`src/rtl/mac_wave_sequencer.sv`:
```
// Bit-serial weight-column sequencer for one Wave-style MAC lane.
// Optional build macro WAVE_ZERO_SKIP_EN: when defined, all-zero bit columns are skipped.
module mac_wave_sequencer #(
  parameter int unsigned DATA_WIDTH = 8,
  parameter int unsigned VEC_LENGTH = 16,
  parameter int unsigned COL_WIDTH  = 3
) (
  input  logic                  clk,
  input  logic                  reset,
  input  logic                  w_valid,
  output logic                  w_ready,
  input  logic [DATA_WIDTH-1:0] weight [VEC_LENGTH],
  input  logic                  accum_init,
  output logic                  mac_en,
  output logic                  mac_load_accum,
  output logic [VEC_LENGTH-1:0] w_bit,
  output logic [VEC_LENGTH-1:0] sign,
  output logic [COL_WIDTH-1:0]  column_idx,
  output logic                  busy,
  output logic                  done
);

  localparam int unsigned MAG_BITS = DATA_WIDTH - 1;

  typedef enum logic [1:0] {S_IDLE, S_LOAD, S_RUN, S_DONE} state_t;

  state_t                state_q, state_d;
  logic [MAG_BITS-1:0]   mask_q, mask_d;
  logic [DATA_WIDTH-1:0] wgt_q [VEC_LENGTH];
  logic [DATA_WIDTH-1:0] wgt_d [VEC_LENGTH];
  logic [VEC_LENGTH-1:0] sign_q, sign_d;
  logic [VEC_LENGTH-1:0] wbit_q, wbit_d;
  logic [COL_WIDTH-1:0]  col_q, col_d;
  logic                  ready_q, ready_d;
  logic                  en_q, en_d;
  logic                  load_q, load_d;
  logic                  busy_q, busy_d;
  logic                  done_q, done_d;

  logic                  accept;
  logic                  emit;
  logic [MAG_BITS-1:0]   new_mask;
  logic [MAG_BITS-1:0]   m_cur;
  logic [COL_WIDTH-1:0]  csel;
  logic [DATA_WIDTH-1:0] src [VEC_LENGTH];

  // Outputs are registered, so the column issued in a given cycle is computed
  // from the state being left; a fresh vector's first column comes straight off
  // the weight inputs on the accept edge.
  always_comb begin
    state_d  = state_q;
    mask_d   = mask_q;
    wgt_d    = wgt_q;
    sign_d   = sign_q;
    en_d     = 1'b0;
    load_d   = 1'b0;
    wbit_d   = '0;
    col_d    = '0;
    done_d   = 1'b0;
    emit     = 1'b0;
    m_cur    = mask_q;
    src      = wgt_q;
    csel     = '0;
    accept   = w_valid && ready_q;

    new_mask = '0;
    for (int unsigned i = 0; i < VEC_LENGTH; i++) begin
      new_mask = new_mask | weight[i][MAG_BITS-1:0];
    end
`ifdef WAVE_ZERO_SKIP_EN
`else
    new_mask = '1;
`endif

    case (state_q)
      S_IDLE: begin
        if (accept) begin
          wgt_d  = weight;
          mask_d = new_mask;
          for (int unsigned i = 0; i < VEC_LENGTH; i++) begin
            sign_d[i] = weight[i][DATA_WIDTH-1];
          end
          if (accum_init) begin
            state_d = S_LOAD;
            load_d  = 1'b1;
          end else begin
            m_cur = new_mask;
            src   = weight;
            emit  = 1'b1;
          end
        end
      end
      S_LOAD:  emit = 1'b1;
      S_RUN:   emit = 1'b1;
      S_DONE:  state_d = S_IDLE;
      default: state_d = S_IDLE;
    endcase

    if (emit) begin
      if (m_cur == '0) begin
        state_d = S_DONE;
        done_d  = 1'b1;
      end else begin
        for (int unsigned c = 0; c < MAG_BITS; c++) begin
          if (m_cur[c]) csel = COL_WIDTH'(c);
        end
        state_d = S_RUN;
        en_d    = 1'b1;
        col_d   = csel;
        for (int unsigned i = 0; i < VEC_LENGTH; i++) begin
          wbit_d[i] = src[i][csel];
        end
        mask_d = m_cur & ~(MAG_BITS'(1) << csel);
      end
    end

    busy_d  = (state_d != S_IDLE);
    ready_d = (state_d == S_IDLE);
  end

  always_ff @(posedge clk) begin
    if (reset) begin
      state_q <= S_IDLE;
      mask_q  <= '0;
      sign_q  <= '0;
      wbit_q  <= '0;
      col_q   <= '0;
      ready_q <= 1'b0;
      en_q    <= 1'b0;
      load_q  <= 1'b0;
      busy_q  <= 1'b0;
      done_q  <= 1'b0;
    end else begin
      state_q <= state_d;
      mask_q  <= mask_d;
      sign_q  <= sign_d;
      wbit_q  <= wbit_d;
      col_q   <= col_d;
      ready_q <= ready_d;
      en_q    <= en_d;
      load_q  <= load_d;
      busy_q  <= busy_d;
      done_q  <= done_d;
    end
  end

  always_ff @(posedge clk) begin
    wgt_q <= wgt_d;
  end

  assign w_ready        = ready_q;
  assign mac_en         = en_q;
  assign mac_load_accum = load_q;
  assign w_bit          = wbit_q;
  assign sign           = sign_q;
  assign column_idx     = col_q;
  assign busy           = busy_q;
  assign done           = done_q;

endmodule

```
`config.mk`:
```
export PLATFORM = sky130hd
export DESIGN_NAME = mac_wave_sequencer
export DESIGN_NICKNAME = d
export VERILOG_FILES = /design/src/rtl/mac_wave_sequencer.sv
export SDC_FILE = /design/constraint.sdc
export NUM_CORES = 1
export LEC_CHECK = 0
export BUFFER_PORTS_ARGS = -buffer_cell sky130_fd_sc_hd__buf_2
export CORE_MARGIN = 8
export CORE_UTILIZATION = 40
export DETAILED_ROUTE_END_ITERATION = 7
export SYNTH_ARGS = -nofsm -noshare
export SYNTH_HDL_FRONTEND = slang
export SYNTH_SLANG_ARGS = --single-unit
```
`constraint.sdc`:
```
create_clock -name clk -period 5.7 [get_ports clk]
set_input_delay 0.855 -clock clk [delete_from_list [all_inputs] [get_ports clk]]
set_output_delay 0.855 -clock clk [all_outputs]
set_load 0.02 [all_outputs]
```
# Word level (Yosys, flattened, before mapping)
# Cells that the tools add are included.
# Widths: inputs -> output; s select.
# op_classes
n_eq_ne	3
n_lt_le_gt_ge	1
bitwise	5
reduce_logical	10
shift	1
mux	61
# op_table
cell	count
$mux 128	3
$mux 7	7
$bmux 1 s3	16
$mux 1	23
$mux 3	7
$and 7x7->7	1
$logic_not 7->1	1
$not 7->7	1
$shl 1x3->7 const A	1
$mux 2	3
$reduce_or 3->1	2
$eq 2x2->1 const B	2
$logic_not 2->1	2
$lt 3x4->1 const B	1
$pmux 2 s2	1
$reduce_or 2->1	2
$not 1->1	3
$eq 2x1->1 const B	1
$pmux 1 s2	1
$reduce_and 2->1	1
$reduce_bool 2->1	1
$logic_and 1x1->1	1
# word_totals
inputBits	132
ff_bits	177
wordCells	107
out_inout_bits	40

# Logic depth before layout (Yosys ltp)
# Gate-level depths: netlist of the first run.
# depth
depth_word	16
ltp_mapped	7

# Worst setup path before layout of the first run
# OpenSTA, ideal clock, no wires.
# synth_path
kind	input to register
from	input w_valid
to	register wgt_q[0] (netlist bit), enable pin
arrival_ns	4.426
required_time_ns	5.180
cell_stages	3
slack_ns	0.755
path_cell_list	nand3_1 -> inv_1 -> buf_1
# synth_between
elab_chain_len	2
# synth_lines
element	line_no	text
from (decl)	10	input logic w_valid,
$logic_and 1x1->1	64	accept = w_valid && ready_q;
$reduce_and 2->1 (no source line)	-	
to (signal assigned)	148	wgt_q <= wgt_d;
to (decl)	29	logic [DATA_WIDTH-1:0] wgt_q [VEC_LENGTH];
# No other way between the ends.
# A chain may end at the register's enable or synchronous reset.

# Worst setup path after layout of the first run
# layout_path
from	register state_q[1]
to	register wgt_q[64] (netlist bit), enable pin
# layout_between
elab_chain_len	2
# layout_lines
element	line_no	text
from (decl)	27	state_t state_q, state_d;
from (signal assigned)	134	state_q <= state_d;
$logic_not 2->1	75	case (state_q)
$reduce_and 2->1 (no source line)	-	
# No other way between the ends.

==> impl_metrics.xml, run 1 <==
<?xml version="1.0" encoding="UTF-8"?>
<metrics>
  <group name="global_route">
    <metric name="grt_antenna_before_repair" unit="">1</metric>
    <metric name="grt_first_pass_wirelength" unit="mm">22.5</metric>
    <metric name="grt_max_degree" unit="">81</metric>
    <metric name="overflow" unit="">0</metric>
    <metric name="grt_usage" unit="%">15.3</metric>
    <metric name="grt_pass1_vias" unit="">4141</metric>
  </group>
  <group name="die">
    <metric name="ios" unit="">172</metric>
    <metric name="initial_utilization" unit="%">40.2</metric>
    <metric name="placementRows" unit="">45</metric>
    <metric name="fp.dieArea" unit="sq mm">0.0192</metric>
    <metric name="floorplan.die.height" unit="um">139</metric>
    <metric name="fp.dieW" unit="um">139</metric>
    <metric name="core_area" unit="sq mm">0.0150</metric>
  </group>
  <group name="timing">
    <metric name="finalSetupViolations" unit="">0</metric>
    <metric name="post-route-period-util" unit="%">51.7</metric>
    <metric name="hold_violations" unit="">0</metric>
    <metric name="max_freq" unit="MHz">340</metric>
    <metric name="final_period_minus_worst_setup_slack" unit="ns">2.95</metric>
    <metric name="timing.clock.skew" unit="ns">0.00723</metric>
    <metric name="rsz0062_at_grt" unit="">no</metric>
    <metric name="fin_setup_tns" unit="ns">0</metric>
    <metric name="relSlewSlack" unit="%">25.0</metric>
    <metric name="slew_viol_final" unit="">0</metric>
    <metric name="worst_pin_slew" unit="ns">1.12</metric>
  </group>
  <group name="layout">
    <metric name="multi_input_gate_area_in_the_final_layout" unit="sq mm">0.00158</metric>
    <metric name="num_antenna_cells" unit="">0</metric>
    <metric name="drive_above_1_share" unit="%">38.2</metric>
    <metric name="instances_no_fill" unit="">774</metric>
    <metric name="fillers" unit="">1297</metric>
    <metric name="ff_latch_area" unit="sq mm">0.00434</metric>
    <metric name="layout_stage_area_growth_over_the_synthesis_result" unit="%">26.6</metric>
    <metric name="finalNetCount" unit="">707</metric>
  </group>
  <group name="routing">
    <metric name="dr_wl_met3" unit="um">974</metric>
    <metric name="wire_length_per_cell" unit="um">18.7</metric>
    <metric name="finalWirelength" unit="mm">14.5</metric>
    <metric name="first_iter_violations" unit="">226</metric>
    <metric name="antenna_violating_nets_post_route" unit="">0</metric>
    <metric name="num_vias" unit="">3901</metric>
    <metric name="detail_route.wirelength.met1" unit="mm">6.00</metric>
    <metric name="wl_met2" unit="mm">7.27</metric>
    <metric name="viasPerCell" unit="">5.04</metric>
    <metric name="drc_errors" unit="">0</metric>
    <metric name="routed.top_layer" unit="">met5</metric>
    <metric name="drt_pre_antenna_iters" unit="">4</metric>
  </group>
  <group name="clock_network">
    <metric name="clk_root_buffer_cell" unit="">sky130_fd_sc_hd__clkbuf_16</metric>
    <metric name="cts-hold-fix-buffers" unit="">0</metric>
    <metric name="cts_tree" unit="">built</metric>
    <metric name="clock-sinks" unit="">161</metric>
    <metric name="cts.repair.resized" unit="">0</metric>
    <metric name="cts_buffer_count" unit="">17</metric>
    <metric name="source_to_sink_clock_delay_at_the_later_pin_of_the_worst_skew_pair" unit="ns">0.42</metric>
    <metric name="cts_post_setup_buffers_inserted" unit="">0</metric>
    <metric name="clock_tree.buffer_depth" unit="">2</metric>
    <metric name="htreeDepth" unit="">4</metric>
    <metric name="clock_pin_slew_on_the_worst_setup_and_hold_paths" unit="ns">0.06</metric>
  </group>
  <group name="worst_hold_path">
    <metric name="worst_hold_path_type" unit="">reg2reg</metric>
    <metric name="timing.hold.worst_path_depth" unit="">2</metric>
  </group>
  <group name="flow_run">
    <metric name="drv.max_cap_violation_count" unit="">0</metric>
  </group>
  <group name="critical_path">
    <metric name="worst_setup_path_end_kind" unit="">flop</metric>
    <metric name="path_delay_family" unit="">buffers and inverters</metric>
    <metric name="worstPathBufferInverterCount" unit="">3</metric>
    <metric name="ff2ff_path_depth" unit="">5</metric>
    <metric name="timing.critical_path.cells" unit="">inv_1, ha_1, nand3_1, inv_4, buf_4</metric>
    <metric name="worst-path-stages" unit="">5</metric>
    <metric name="slowest_cell_delay_on_critical_path" unit="ns">0.91</metric>
    <metric name="cp_max_fo" unit="">80</metric>
    <metric name="startpoint_type" unit="">flop</metric>
    <metric name="cell_at_the_slowest_stage_of_the_critical_path" unit="">sky130_fd_sc_hd__inv_4</metric>
    <metric name="critical_path_arrival" unit="ns">3.03</metric>
    <metric name="worst_ep_required_time" unit="ns">5.78</metric>
    <metric name="timing.setup.critical_path_class" unit="">reg2reg</metric>
  </group>
  <group name="power">
    <metric name="seq_power_share" unit="%">44.8</metric>
    <metric name="p_switching" unit="mW">1.02</metric>
    <metric name="power" unit="mW">3.43</metric>
    <metric name="power-per-cell-area" unit="mW/mm^2">449</metric>
    <metric name="p_int" unit="mW">2.40</metric>
    <metric name="p_clk_share" unit="%">30.9</metric>
    <metric name="cellLeakagePower" unit="nW">2.97</metric>
    <metric name="vdd_ir_drop_max" unit="mV">0.302</metric>
    <metric name="power_frac_comb" unit="%">24.2</metric>
    <metric name="net_switching_share_of_the_total_power" unit="%">29.8</metric>
  </group>
  <group name="yosys">
    <metric name="synthesized_area_per_cell" unit="sq um">15.1</metric>
    <metric name="ys_async_sr_fraction" unit="%">0</metric>
    <metric name="ys_types" unit="">51</metric>
    <metric name="synth-seq-cells" unit="">161</metric>
    <metric name="synth.yosys.warnings" unit="">0</metric>
    <metric name="ys_seq_area_share" unit="%">72.1</metric>
    <metric name="mappedNetlistArea" unit="sq mm">0.00603</metric>
    <metric name="synth_flop_cell" unit="">sky130_fd_sc_hd__edfxtp_1</metric>
    <metric name="postSynthNetCount" unit="">532</metric>
    <metric name="post_synth_inst_count" unit="">398</metric>
    <metric name="synth_enable_flop_cells" unit="">112</metric>
  </group>
  <group name="placement">
    <metric name="placed_cells" unit="">742</metric>
    <metric name="gp_congestion" unit="">0.781</metric>
    <metric name="port_buffers" unit="">171</metric>
    <metric name="dp.final_hpwl" unit="mm">10.2</metric>
  </group>
  <group name="outcome">
    <metric name="status" unit="">finished clean</metric>
  </group>
</metrics>
## per-layer routing
layer,global-route usage (%),vias to the layer above
met5,0,-
met4,6.41,2
met3,5.78,14
met2,25.5,148
met1,17.5,1846
li1,-,1891
## cell type report
cell class	instances	share of cell area (%)
Sequential cell	161	56.9
Multi-Input combinational cell	212	20.7
Timing Repair Buffer	176	11.7
Clock buffer	21	5.90
Tap cell	188	3.08
Clock inverter	11	1.36
Inverter	5	0.279
## kinds of logic (layout without fill, tap and decap cells)
| logic type | after synthesis | count (layout) | synth area share [%] |
|---|---|---|---|
| muxes | 16 | 16 | 6.08 |
| and+or+nand+nor | 109 | 109 | 9.84 |
| AOI/OAI and AO/OA | 85 | 85 | 9.61 |
| adders and majority gates | 2 | 2 | 0.415 |
| buffers and inverters | 25 | 213 | 1.95 |
| DFF | 161 | 161 | 72.1 |
## worst paths after layout
kind / startpoint / end / slack [ns]
min: sign[15] / sign[15] / 0.45
max: state_q[1] / wgt_q[64] / 2.75
min reg2reg: sign[15] / sign[15] / 0.45
max reg2reg: state_q[1] / wgt_q[64] / 2.75
## stage by stage
stage | utilization [%] | hold WS, ns | area (sq um) | worst slack [ns]
floorplan | - | 0.456 | 6030 | 0.755
global placement | 47.3 | 0.438 | 7080 | 2.48
detailed placement | 47.3 | 0.443 | 7080 | 2.37
CTS | 51.0 | 0.451 | 7630 | 2.70
global route | 51.0 | 0.472 | 7630 | 2.43
finish | 51.0 | 0.450 | 7630 | 2.75
## sequential cells by signal (all words and copies together), names as in the netlist
signal          flops
sign               16
w_bit              16
state_q             2
wgt_q             112
w_ready             1
mac_load_accum      1
mac_en              1
done                1
busy                1
mask_q              7
column_idx          3
## tightest hold or removal path, cell delays in order (launching register included)
cell and delay (ns):
sky130_fd_sc_hd__dfxtp_1 0.30, sky130_fd_sc_hd__nand2_1 0.05, sky130_fd_sc_hd__a21oi_1 0.05
## power by group through the flow
| stage | sequential [mW] | combinational (mW) | clock, mW |
|---|---|---|---|
| detailed placement | 1.56 | 0.835 | 0 |
| CTS | 1.54 | 0.838 | 1.09 |
| global route | 1.56 | 0.910 | 1.14 |
| global placement | 1.56 | 0.823 | 0 |
| floorplan | 1.61 | 0.535 | 0 |
| finish | 1.54 | 0.830 | 1.06 |
## synth_stat cells, types with 2 or more instances
library cell               count  share of area, %
sky130_fd_sc_hd__nand2b_1      3              0.31
sky130_fd_sc_hd__and2_1       16               1.7
sky130_fd_sc_hd__nor3_1        4              0.33
sky130_fd_sc_hd__mux4_2       10               3.7
sky130_fd_sc_hd__dfxtp_1      49                16
sky130_fd_sc_hd__mux4_1        5               2.2
sky130_fd_sc_hd__nor2b_1       2              0.21
sky130_fd_sc_hd__edfxtp_1    112                56
sky130_fd_sc_hd__a22oi_1      15               1.9
sky130_fd_sc_hd__buf_1         4              0.25
sky130_fd_sc_hd__nor4b_1       2              0.29
sky130_fd_sc_hd__inv_1         5              0.31
sky130_fd_sc_hd__nor2_1        8              0.50
sky130_fd_sc_hd__a21oi_1      22               1.8
sky130_fd_sc_hd__ha_1          2              0.42
sky130_fd_sc_hd__a221o_1      15               2.5
sky130_fd_sc_hd__nand2_1      51               3.2
sky130_fd_sc_hd__clkbuf_1     12              0.75
sky130_fd_sc_hd__and3_1        2              0.21
sky130_fd_sc_hd__o21ai_0      20               1.7
sky130_fd_sc_hd__nand3_1       3              0.25
sky130_fd_sc_hd__nor3b_1       2              0.25
sky130_fd_sc_hd__o31ai_1       2              0.25
sky130_fd_sc_hd__or3_1         3              0.31
sky130_fd_sc_hd__nor4_1        3              0.31
## cell usage in the layout, fill, tap and decap left out, types with 2 or more instances in the layout
master                       netlist  layout
sky130_fd_sc_hd__and3_1            2       2
sky130_fd_sc_hd__buf_2             1     171
sky130_fd_sc_hd__nand3_1           3       3
sky130_fd_sc_hd__buf_4             1       5
sky130_fd_sc_hd__inv_6             0       3
sky130_fd_sc_hd__ha_1              2       2
sky130_fd_sc_hd__a21oi_1          22      22
sky130_fd_sc_hd__nor3_1            4       3
sky130_fd_sc_hd__mux4_1            5       5
sky130_fd_sc_hd__clkbuf_16         0      17
sky130_fd_sc_hd__o31ai_1           2       2
sky130_fd_sc_hd__o21ai_0          20      20
sky130_fd_sc_hd__nor4_1            3       3
sky130_fd_sc_hd__or3_1             3       3
sky130_fd_sc_hd__nor2_1            8       7
sky130_fd_sc_hd__nand2_1          51      51
sky130_fd_sc_hd__nor3b_1           2       2
sky130_fd_sc_hd__nor3_2            1       2
sky130_fd_sc_hd__mux4_2           10      10
sky130_fd_sc_hd__clkbuf_1         12       3
sky130_fd_sc_hd__and2_1           16      16
sky130_fd_sc_hd__a22oi_1          15      15
sky130_fd_sc_hd__a221o_1          15      15
sky130_fd_sc_hd__nor4b_1           2       2
sky130_fd_sc_hd__clkinvlp_4        0       4
sky130_fd_sc_hd__inv_1             5       4
sky130_fd_sc_hd__edfxtp_1        112     112
sky130_fd_sc_hd__dfxtp_1          49      49
sky130_fd_sc_hd__nand2b_1          3       3
No activity file was read; power rests on OpenSTA's default activity.
==> run 2: changes to the inputs <==
clock period = 3.1 ns   (was 5.7 ns; I/O delays follow)
==> impl_metrics.xml, run 2 (same netlist as run 1, synthesis figures left out) <==
<?xml version="1.0" encoding="UTF-8"?>
<metrics>
  <group name="outcome">
    <metric name="status" unit="">finished clean</metric>
  </group>
  <group name="placement">
    <metric name="placed_cells" unit="">746</metric>
    <metric name="dp.final_hpwl" unit="mm">10.6</metric>
    <metric name="preCtsSetupSlack" unit="ns">0.604</metric>
    <metric name="gp_congestion" unit="">0.828</metric>
    <metric name="port_buffers" unit="">171</metric>
  </group>
  <group name="layout">
    <metric name="ff_latch_area" unit="sq mm">0.00434</metric>
    <metric name="fin_util" unit="%">51.5</metric>
    <metric name="largest_reg_flops" unit="">112</metric>
    <metric name="drive_above_1_share" unit="%">39.3</metric>
    <metric name="top_register" unit="">wgt_q</metric>
    <metric name="fillers" unit="">1296</metric>
    <metric name="layout.cells.most_common" unit="">sky130_fd_sc_hd__buf_2</metric>
    <metric name="commonest_non_fill_non_tap_cells_in_the_layout" unit="">sky130_fd_sc_hd__buf_2, sky130_fd_sc_hd__edfxtp_1, sky130_fd_sc_hd__nand2_1</metric>
    <metric name="layout_stage_area_growth_over_the_synthesis_result" unit="%">28.1</metric>
    <metric name="multi_input_gate_area_in_the_final_layout" unit="sq mm">0.00158</metric>
    <metric name="instances_no_fill" unit="">779</metric>
    <metric name="finalNetCount" unit="">711</metric>
  </group>
  <group name="die">
    <metric name="ios" unit="">172</metric>
    <metric name="floorplan.die.height" unit="um">139</metric>
    <metric name="fp.dieW" unit="um">139</metric>
    <metric name="core_area" unit="sq mm">0.0150</metric>
    <metric name="fp.dieArea" unit="sq mm">0.0192</metric>
    <metric name="placementRows" unit="">45</metric>
    <metric name="initial_utilization" unit="%">40.2</metric>
  </group>
  <group name="worst_hold_path">
    <metric name="worst_hold_path_type" unit="">in2reg</metric>
  </group>
  <group name="clock_network">
    <metric name="clock_tree.buffer_depth" unit="">2</metric>
    <metric name="htreeDepth" unit="">4</metric>
    <metric name="cts_buffer_count" unit="">17</metric>
    <metric name="clock-sinks" unit="">161</metric>
    <metric name="cts_post_setup_buffers_inserted" unit="">0</metric>
    <metric name="clock_pin_slew_on_the_worst_setup_and_hold_paths" unit="ns">0.06</metric>
    <metric name="cts-hold-fix-buffers" unit="">0</metric>
    <metric name="source_to_sink_clock_delay_at_the_later_pin_of_the_worst_skew_pair" unit="ns">0.42</metric>
    <metric name="clk_root_buffer_cell" unit="">sky130_fd_sc_hd__clkbuf_16</metric>
    <metric name="cts.repair.resized" unit="">0</metric>
    <metric name="cts_tree" unit="">built</metric>
  </group>
  <group name="timing">
    <metric name="slew_viol_final" unit="">0</metric>
    <metric name="relSlewSlack" unit="%">31.1</metric>
    <metric name="timing.clock.skew" unit="ns">0.00742</metric>
    <metric name="final_period_minus_worst_setup_slack" unit="ns">2.50</metric>
    <metric name="post-route-period-util" unit="%">80.8</metric>
    <metric name="rsz0062_at_grt" unit="">no</metric>
    <metric name="finalSetupViolations" unit="">0</metric>
    <metric name="max_freq" unit="MHz">399</metric>
    <metric name="worst_pin_slew" unit="ns">1.03</metric>
    <metric name="hold_violations" unit="">0</metric>
    <metric name="fin_setup_tns" unit="ns">0</metric>
    <metric name="timing.final.ws_setup" unit="ns">0.596</metric>
  </group>
  <group name="critical_path">
    <metric name="worst_ep_required_time" unit="ns">3.45</metric>
    <metric name="critical_path.reg2reg.endpoint" unit="">w_bit[3]</metric>
    <metric name="crit-reg2reg-launch" unit="">mask_q[5]</metric>
    <metric name="timing.setup.critical_path_class" unit="">reg2reg</metric>
    <metric name="critPathCapture" unit="">w_bit[3]</metric>
    <metric name="critical_path_arrival" unit="ns">2.86</metric>
    <metric name="ff2ff_path_depth" unit="">4</metric>
    <metric name="startpoint_type" unit="">flop</metric>
    <metric name="cp_max_fo" unit="">15</metric>
    <metric name="cp-startpoint" unit="">mask_q[5]</metric>
    <metric name="reg2reg_setup_slack" unit="ns">0.60</metric>
    <metric name="worst_setup_path_end_kind" unit="">flop</metric>
  </group>
  <group name="global_route">
    <metric name="grt_pass1_vias" unit="">4359</metric>
    <metric name="grt_antenna_before_repair" unit="">1</metric>
    <metric name="overflow" unit="">0</metric>
    <metric name="grt_max_degree" unit="">75</metric>
    <metric name="grt_usage" unit="%">15.5</metric>
    <metric name="grt_first_pass_wirelength" unit="mm">23.0</metric>
  </group>
  <group name="power">
    <metric name="cellLeakagePower" unit="nW">3.02</metric>
    <metric name="p_clk_share" unit="%">32.2</metric>
    <metric name="power_frac_comb" unit="%">24.3</metric>
    <metric name="seq_power_share" unit="%">43.5</metric>
    <metric name="power" unit="mW">6.46</metric>
    <metric name="vdd_ir_drop_max" unit="mV">0.444</metric>
    <metric name="net_switching_share_of_the_total_power" unit="%">29.9</metric>
    <metric name="p_switching" unit="mW">1.93</metric>
    <metric name="power-per-cell-area" unit="mW/mm^2">837</metric>
    <metric name="p_int" unit="mW">4.53</metric>
  </group>
  <group name="routing">
    <metric name="drc_errors" unit="">0</metric>
    <metric name="finalWirelength" unit="mm">14.6</metric>
    <metric name="antenna_violating_nets_post_route" unit="">0</metric>
    <metric name="drt_pre_antenna_iters" unit="">5</metric>
    <metric name="wire_length_per_cell" unit="um">18.7</metric>
    <metric name="num_vias" unit="">3978</metric>
    <metric name="viasPerCell" unit="">5.11</metric>
    <metric name="first_iter_violations" unit="">297</metric>
  </group>
  <group name="flow_run">
    <metric name="drv.max_cap_violation_count" unit="">0</metric>
  </group>
</metrics>
-- run 2: cell count changes in the layout (fill, tap and decap cells not counted), sizes merged --
cell,previous run,this run
inv,8,13
bufinv,1,2
clkbuf,21,17
buf,176,180
clkinv,3,2
diode,0,1
clkinvlp,4,3
-- run 2: area by class of cell --
| type | count | share of cell area, % |
|---|---|---|
| clock inverters | 15 | 2.24 |
| flip-flops and latches | 161 | 56.3 |
| diodes | 1 | 0.0324 |
| clock buffers | 17 | 5.51 |
| well taps | 188 | 3.05 |
| inverters | 5 | 0.276 |
| repair buffers | 180 | 12.1 |
| multi-input cells | 212 | 20.5 |
-- run 2: worst min-delay path by stage --
stage / start / to / slack (ns) / cells after the start
after floorplan: mask_q[0] / mask_q[0] / 0.46 / 2
after global placement: sign[1] / sign[1] / 0.44 / 2
after detailed placement: sign[6] / sign[6] / 0.45 / 2
after CTS: weight[84] / wgt_q[84] / 0.20 / 1
after global routing: weight[45] / wgt_q[45] / 0.19 / 1
final: weight[4] / wgt_q[4] / 0.22 / 1
-- run 2: power groups by stage --
stage | clock network [mW] | registers [mW] | logic, mW
6_report | 2.08 | 2.81 | 1.57
5_1_grt | 2.23 | 2.84 | 1.72
4_1_cts | 2.13 | 2.82 | 1.58
3_5_place_dp | 0 | 2.86 | 1.58
3_3_place_gp | 0 | 2.85 | 1.54
2_1_floorplan | 0 | 2.94 | 0.985
-- run 2: worst max-delay path, cell delays in order (launching register included) --
cell	delay, ns
sky130_fd_sc_hd__dfxtp_1	0.47
sky130_fd_sc_hd__or3_1	0.50
sky130_fd_sc_hd__nand2b_1	0.29
sky130_fd_sc_hd__nor4_4	0.88
sky130_fd_sc_hd__a221o_1	0.30
-- run 2: metal layers --
layer	up-vias	track usage (%)	share of wire, %
li1	1900	-	-
met3	17	5.75	7.1
met4	0	6.76	2.0
met2	156	25.9	50
met1	1905	17.4	41
met5	-	0	0
-- run 2: per-stage QoR --
step                      hold WS (ns)  instance area [sq um]
final                            0.219                   7720
after global routing             0.191                   7720
after CTS                        0.202                   7720
after detailed placement         0.448                   7120
after global placement           0.441                   7120
after floorplan                  0.456                   6030
==> run 3: changes to the inputs <==
ABC_AREA = 1   (was default)
PLACE_DENSITY = 0.66   (was default)
clock period = 2.1 ns   (was 3.1 ns; I/O delays follow)
==> impl_metrics.xml, run 3 <==
<?xml version="1.0" encoding="UTF-8"?>
<metrics>
  <group name="outcome">
    <metric name="status" unit="">finished clean</metric>
  </group>
  <group name="timing">
    <metric name="rsz0062_at_grt" unit="">no</metric>
    <metric name="slew_viol_final" unit="">0</metric>
    <metric name="timing.clock.skew" unit="ns">0.0132</metric>
    <metric name="fin_setup_tns" unit="ns">0</metric>
    <metric name="timing.final.ws_setup" unit="ns">0.269</metric>
    <metric name="relSlewSlack" unit="%">65.0</metric>
    <metric name="final_period_minus_worst_setup_slack" unit="ns">1.83</metric>
    <metric name="worst_pin_slew" unit="ns">0.525</metric>
    <metric name="post-route-period-util" unit="%">87.2</metric>
    <metric name="hold_slack" unit="ns">0.0589</metric>
    <metric name="finalSetupViolations" unit="">0</metric>
    <metric name="max_freq" unit="MHz">546</metric>
    <metric name="hold_violations" unit="">0</metric>
  </group>
  <group name="placement">
    <metric name="port_buffers" unit="">171</metric>
    <metric name="gp_congestion" unit="">0.842</metric>
    <metric name="preCtsSetupSlack" unit="ns">0.0937</metric>
    <metric name="placedInstanceArea" unit="sq mm">0.00758</metric>
    <metric name="placed_cells" unit="">978</metric>
    <metric name="dp.final_hpwl" unit="mm">11.8</metric>
  </group>
  <group name="yosys">
    <metric name="synth_top_area_share" unit="%">52.0</metric>
    <metric name="synth_enable_flop_cells" unit="">112</metric>
    <metric name="mappedNetlistArea" unit="sq mm">0.00647</metric>
    <metric name="synthesized_area_per_cell" unit="sq um">10.7</metric>
    <metric name="ys_types" unit="">31</metric>
    <metric name="synth.yosys.warnings" unit="">0</metric>
    <metric name="ys_top_cells_by_area" unit="">sky130_fd_sc_hd__edfxtp_1, sky130_fd_sc_hd__dfxtp_1, sky130_fd_sc_hd__nand2_1</metric>
    <metric name="postSynthNetCount" unit="">739</metric>
    <metric name="ys_seq_area_share" unit="%">67.2</metric>
    <metric name="synth-seq-cells" unit="">161</metric>
    <metric name="synth_flop_cell" unit="">sky130_fd_sc_hd__edfxtp_1</metric>
    <metric name="post_synth_inst_count" unit="">605</metric>
    <metric name="post-synth-top-area-cell" unit="">sky130_fd_sc_hd__edfxtp_1</metric>
    <metric name="synth_top_cells_by_count" unit="">sky130_fd_sc_hd__nand2_1, sky130_fd_sc_hd__edfxtp_1, sky130_fd_sc_hd__nand3_1</metric>
    <metric name="yosysMostFrequentCell" unit="">sky130_fd_sc_hd__nand2_1</metric>
    <metric name="ys_async_sr_fraction" unit="%">0</metric>
  </group>
  <group name="global_route">
    <metric name="grt_pass1_vias" unit="">4944</metric>
    <metric name="overflow" unit="">0</metric>
    <metric name="grt_first_pass_wirelength" unit="mm">25.5</metric>
    <metric name="grt_usage" unit="%">16.3</metric>
    <metric name="grt_max_degree" unit="">60</metric>
    <metric name="grt_antenna_before_repair" unit="">0</metric>
  </group>
  <group name="power">
    <metric name="power" unit="mW">11.7</metric>
    <metric name="p_clk_share" unit="%">28.1</metric>
    <metric name="vdd_ir_drop_max" unit="mV">0.945</metric>
    <metric name="power-per-cell-area" unit="mW/mm^2">1420</metric>
    <metric name="cellLeakagePower" unit="nW">3.60</metric>
    <metric name="p_switching" unit="mW">4.31</metric>
    <metric name="seq_power_share" unit="%">36.1</metric>
    <metric name="net_switching_share_of_the_total_power" unit="%">36.8</metric>
    <metric name="p_int" unit="mW">7.41</metric>
    <metric name="power_frac_comb" unit="%">35.8</metric>
  </group>
  <group name="critical_path">
    <metric name="timing.critical_path.cells" unit="">inv_2, o21ai_2, nand2_1, nand2_1, buf_4, nand3_1, nand2_1, nand2_1, nand2_1, a21oi_1</metric>
    <metric name="cp-startpoint" unit="">mask_q[3]</metric>
    <metric name="cp_max_fo" unit="">16</metric>
    <metric name="critical_path.reg2reg.endpoint" unit="">w_bit[9]</metric>
    <metric name="worst_setup_path_end_kind" unit="">flop</metric>
    <metric name="crit-reg2reg-launch" unit="">mask_q[3]</metric>
    <metric name="timing.setup.critical_path_class" unit="">reg2reg</metric>
    <metric name="reg2reg_setup_slack" unit="ns">0.27</metric>
    <metric name="critical_path_arrival" unit="ns">2.19</metric>
    <metric name="worstPathBufferInverterCount" unit="">2</metric>
    <metric name="path_delay_family" unit="">simple AND/OR/NAND/NOR gates</metric>
    <metric name="path_common_cell" unit="">sky130_fd_sc_hd__nand2_1</metric>
    <metric name="slowest_cell_delay_on_critical_path" unit="ns">0.32</metric>
    <metric name="worst-path-stages" unit="">10</metric>
    <metric name="critPathCapture" unit="">w_bit[9]</metric>
    <metric name="ff2ff_path_depth" unit="">10</metric>
    <metric name="startpoint_type" unit="">flop</metric>
    <metric name="cell_at_the_slowest_stage_of_the_critical_path" unit="">sky130_fd_sc_hd__dfxtp_1</metric>
    <metric name="worst_ep_required_time" unit="ns">2.46</metric>
  </group>
  <group name="clock_network">
    <metric name="clk_root_buffer_cell" unit="">sky130_fd_sc_hd__clkbuf_16</metric>
    <metric name="clock_pin_slew_on_the_worst_setup_and_hold_paths" unit="ns">0.07</metric>
    <metric name="htreeDepth" unit="">4</metric>
    <metric name="cts_buffer_count" unit="">17</metric>
    <metric name="cts_tree" unit="">built</metric>
    <metric name="clock-sinks" unit="">161</metric>
    <metric name="source_to_sink_clock_delay_at_the_later_pin_of_the_worst_skew_pair" unit="ns">0.43</metric>
    <metric name="clock_tree.buffer_depth" unit="">2</metric>
  </group>
  <group name="routing">
    <metric name="detail_route.wirelength.met1" unit="mm">7.10</metric>
    <metric name="dr_wl_met3" unit="mm">1.30</metric>
    <metric name="antenna_violating_nets_post_route" unit="">0</metric>
    <metric name="viasPerCell" unit="">4.85</metric>
    <metric name="num_vias" unit="">4916</metric>
    <metric name="routed.top_layer" unit="">met4</metric>
    <metric name="drc_errors" unit="">0</metric>
    <metric name="finalWirelength" unit="mm">16.4</metric>
    <metric name="first_iter_violations" unit="">341</metric>
    <metric name="wl_met2" unit="mm">7.76</metric>
    <metric name="drt_pre_antenna_iters" unit="">4</metric>
    <metric name="wire_length_per_cell" unit="um">16.2</metric>
  </group>
  <group name="die">
    <metric name="core_area" unit="sq mm">0.0158</metric>
    <metric name="ios" unit="">172</metric>
    <metric name="initial_utilization" unit="%">40.9</metric>
    <metric name="fp.dieW" unit="um">143</metric>
    <metric name="placementRows" unit="">46</metric>
    <metric name="floorplan.die.height" unit="um">143</metric>
    <metric name="fp.dieArea" unit="sq mm">0.0205</metric>
  </group>
  <group name="layout">
    <metric name="fillers" unit="">1439</metric>
    <metric name="finalNetCount" unit="">918</metric>
    <metric name="top_register" unit="">wgt_q</metric>
    <metric name="layout_stage_area_growth_over_the_synthesis_result" unit="%">27.4</metric>
    <metric name="instances_no_fill" unit="">1013</metric>
    <metric name="num_antenna_cells" unit="">0</metric>
    <metric name="fin_util" unit="%">52.1</metric>
    <metric name="commonest_non_fill_non_tap_cells_in_the_layout" unit="">sky130_fd_sc_hd__nand2_1, sky130_fd_sc_hd__buf_2, sky130_fd_sc_hd__edfxtp_1</metric>
    <metric name="largest_reg_flops" unit="">112</metric>
    <metric name="drive_above_1_share" unit="%">32.1</metric>
    <metric name="design_area" unit="sq mm">0.00824</metric>
    <metric name="layout.cells.most_common" unit="">sky130_fd_sc_hd__nand2_1</metric>
  </group>
  <group name="worst_hold_path">
    <metric name="worst_hold_path_type" unit="">in2reg</metric>
    <metric name="timing.hold.worst_path_depth" unit="">1</metric>
  </group>
  <group name="flow_run">
    <metric name="drv.max_cap_violation_count" unit="">0</metric>
  </group>
</metrics>
[run 3: worst min path at each step]
stage,to,start
floorplan,w_ready,reset
global placement,sign[2],sign[2]
detailed placement,sign[6],sign[6]
CTS,wgt_q[45],weight[45]
global route,wgt_q[36],weight[36]
finish,wgt_q[36],weight[36]
[run 3: kinds of logic after synthesis]
family | Yosys count | synth area share [%]
and+or+nand+nor | 323 | 22.1
buffers and inverters | 55 | 4.35
AOI/OAI and AO/OA | 64 | 5.98
adders and majority gates | 2 | 0.387
DFF | 161 | 67.2
[run 3: area by class of cell]
class / instances / area, sq um / share of cell area (%)
flip-flops and latches: 161 / 4340 / 52.7
multi-input cells: 389 / 1850 / 22.4
repair buffers: 196 / 1080 / 13.1
clock buffers: 18 / 429 / 5.21
well taps: 216 / 270 / 3.28
clock inverters: 14 / 201 / 2.44
inverters: 19 / 73.8 / 0.896
[run 3: routing by layer]
metal / vias up / GRT usage, %
met5: - / 0
met4: 0 / 5.82
met3: 16 / 5.88
met2: 171 / 26.0
met1: 2267 / 20.0
li1: 2462 / -
[run 3: repair_timing]
item,in CTS,in global routing
gates resized for setup,0,3
endpoints found under the hold margin,0,0
hold buffers,0,0
setup buffers,0,3
endpoints found under the setup margin,0,22
[run 3: power by group through the flow]
stage | clock [mW] | sequential [mW] | combinational (mW)
6_report | 3.29 | 4.23 | 4.20
3_3_place_gp | 0 | 4.30 | 4.16
5_1_grt | 3.49 | 4.27 | 4.72
3_5_place_dp | 0 | 4.29 | 4.18
4_1_cts | 3.36 | 4.23 | 4.20
2_1_floorplan | 0 | 4.45 | 2.81
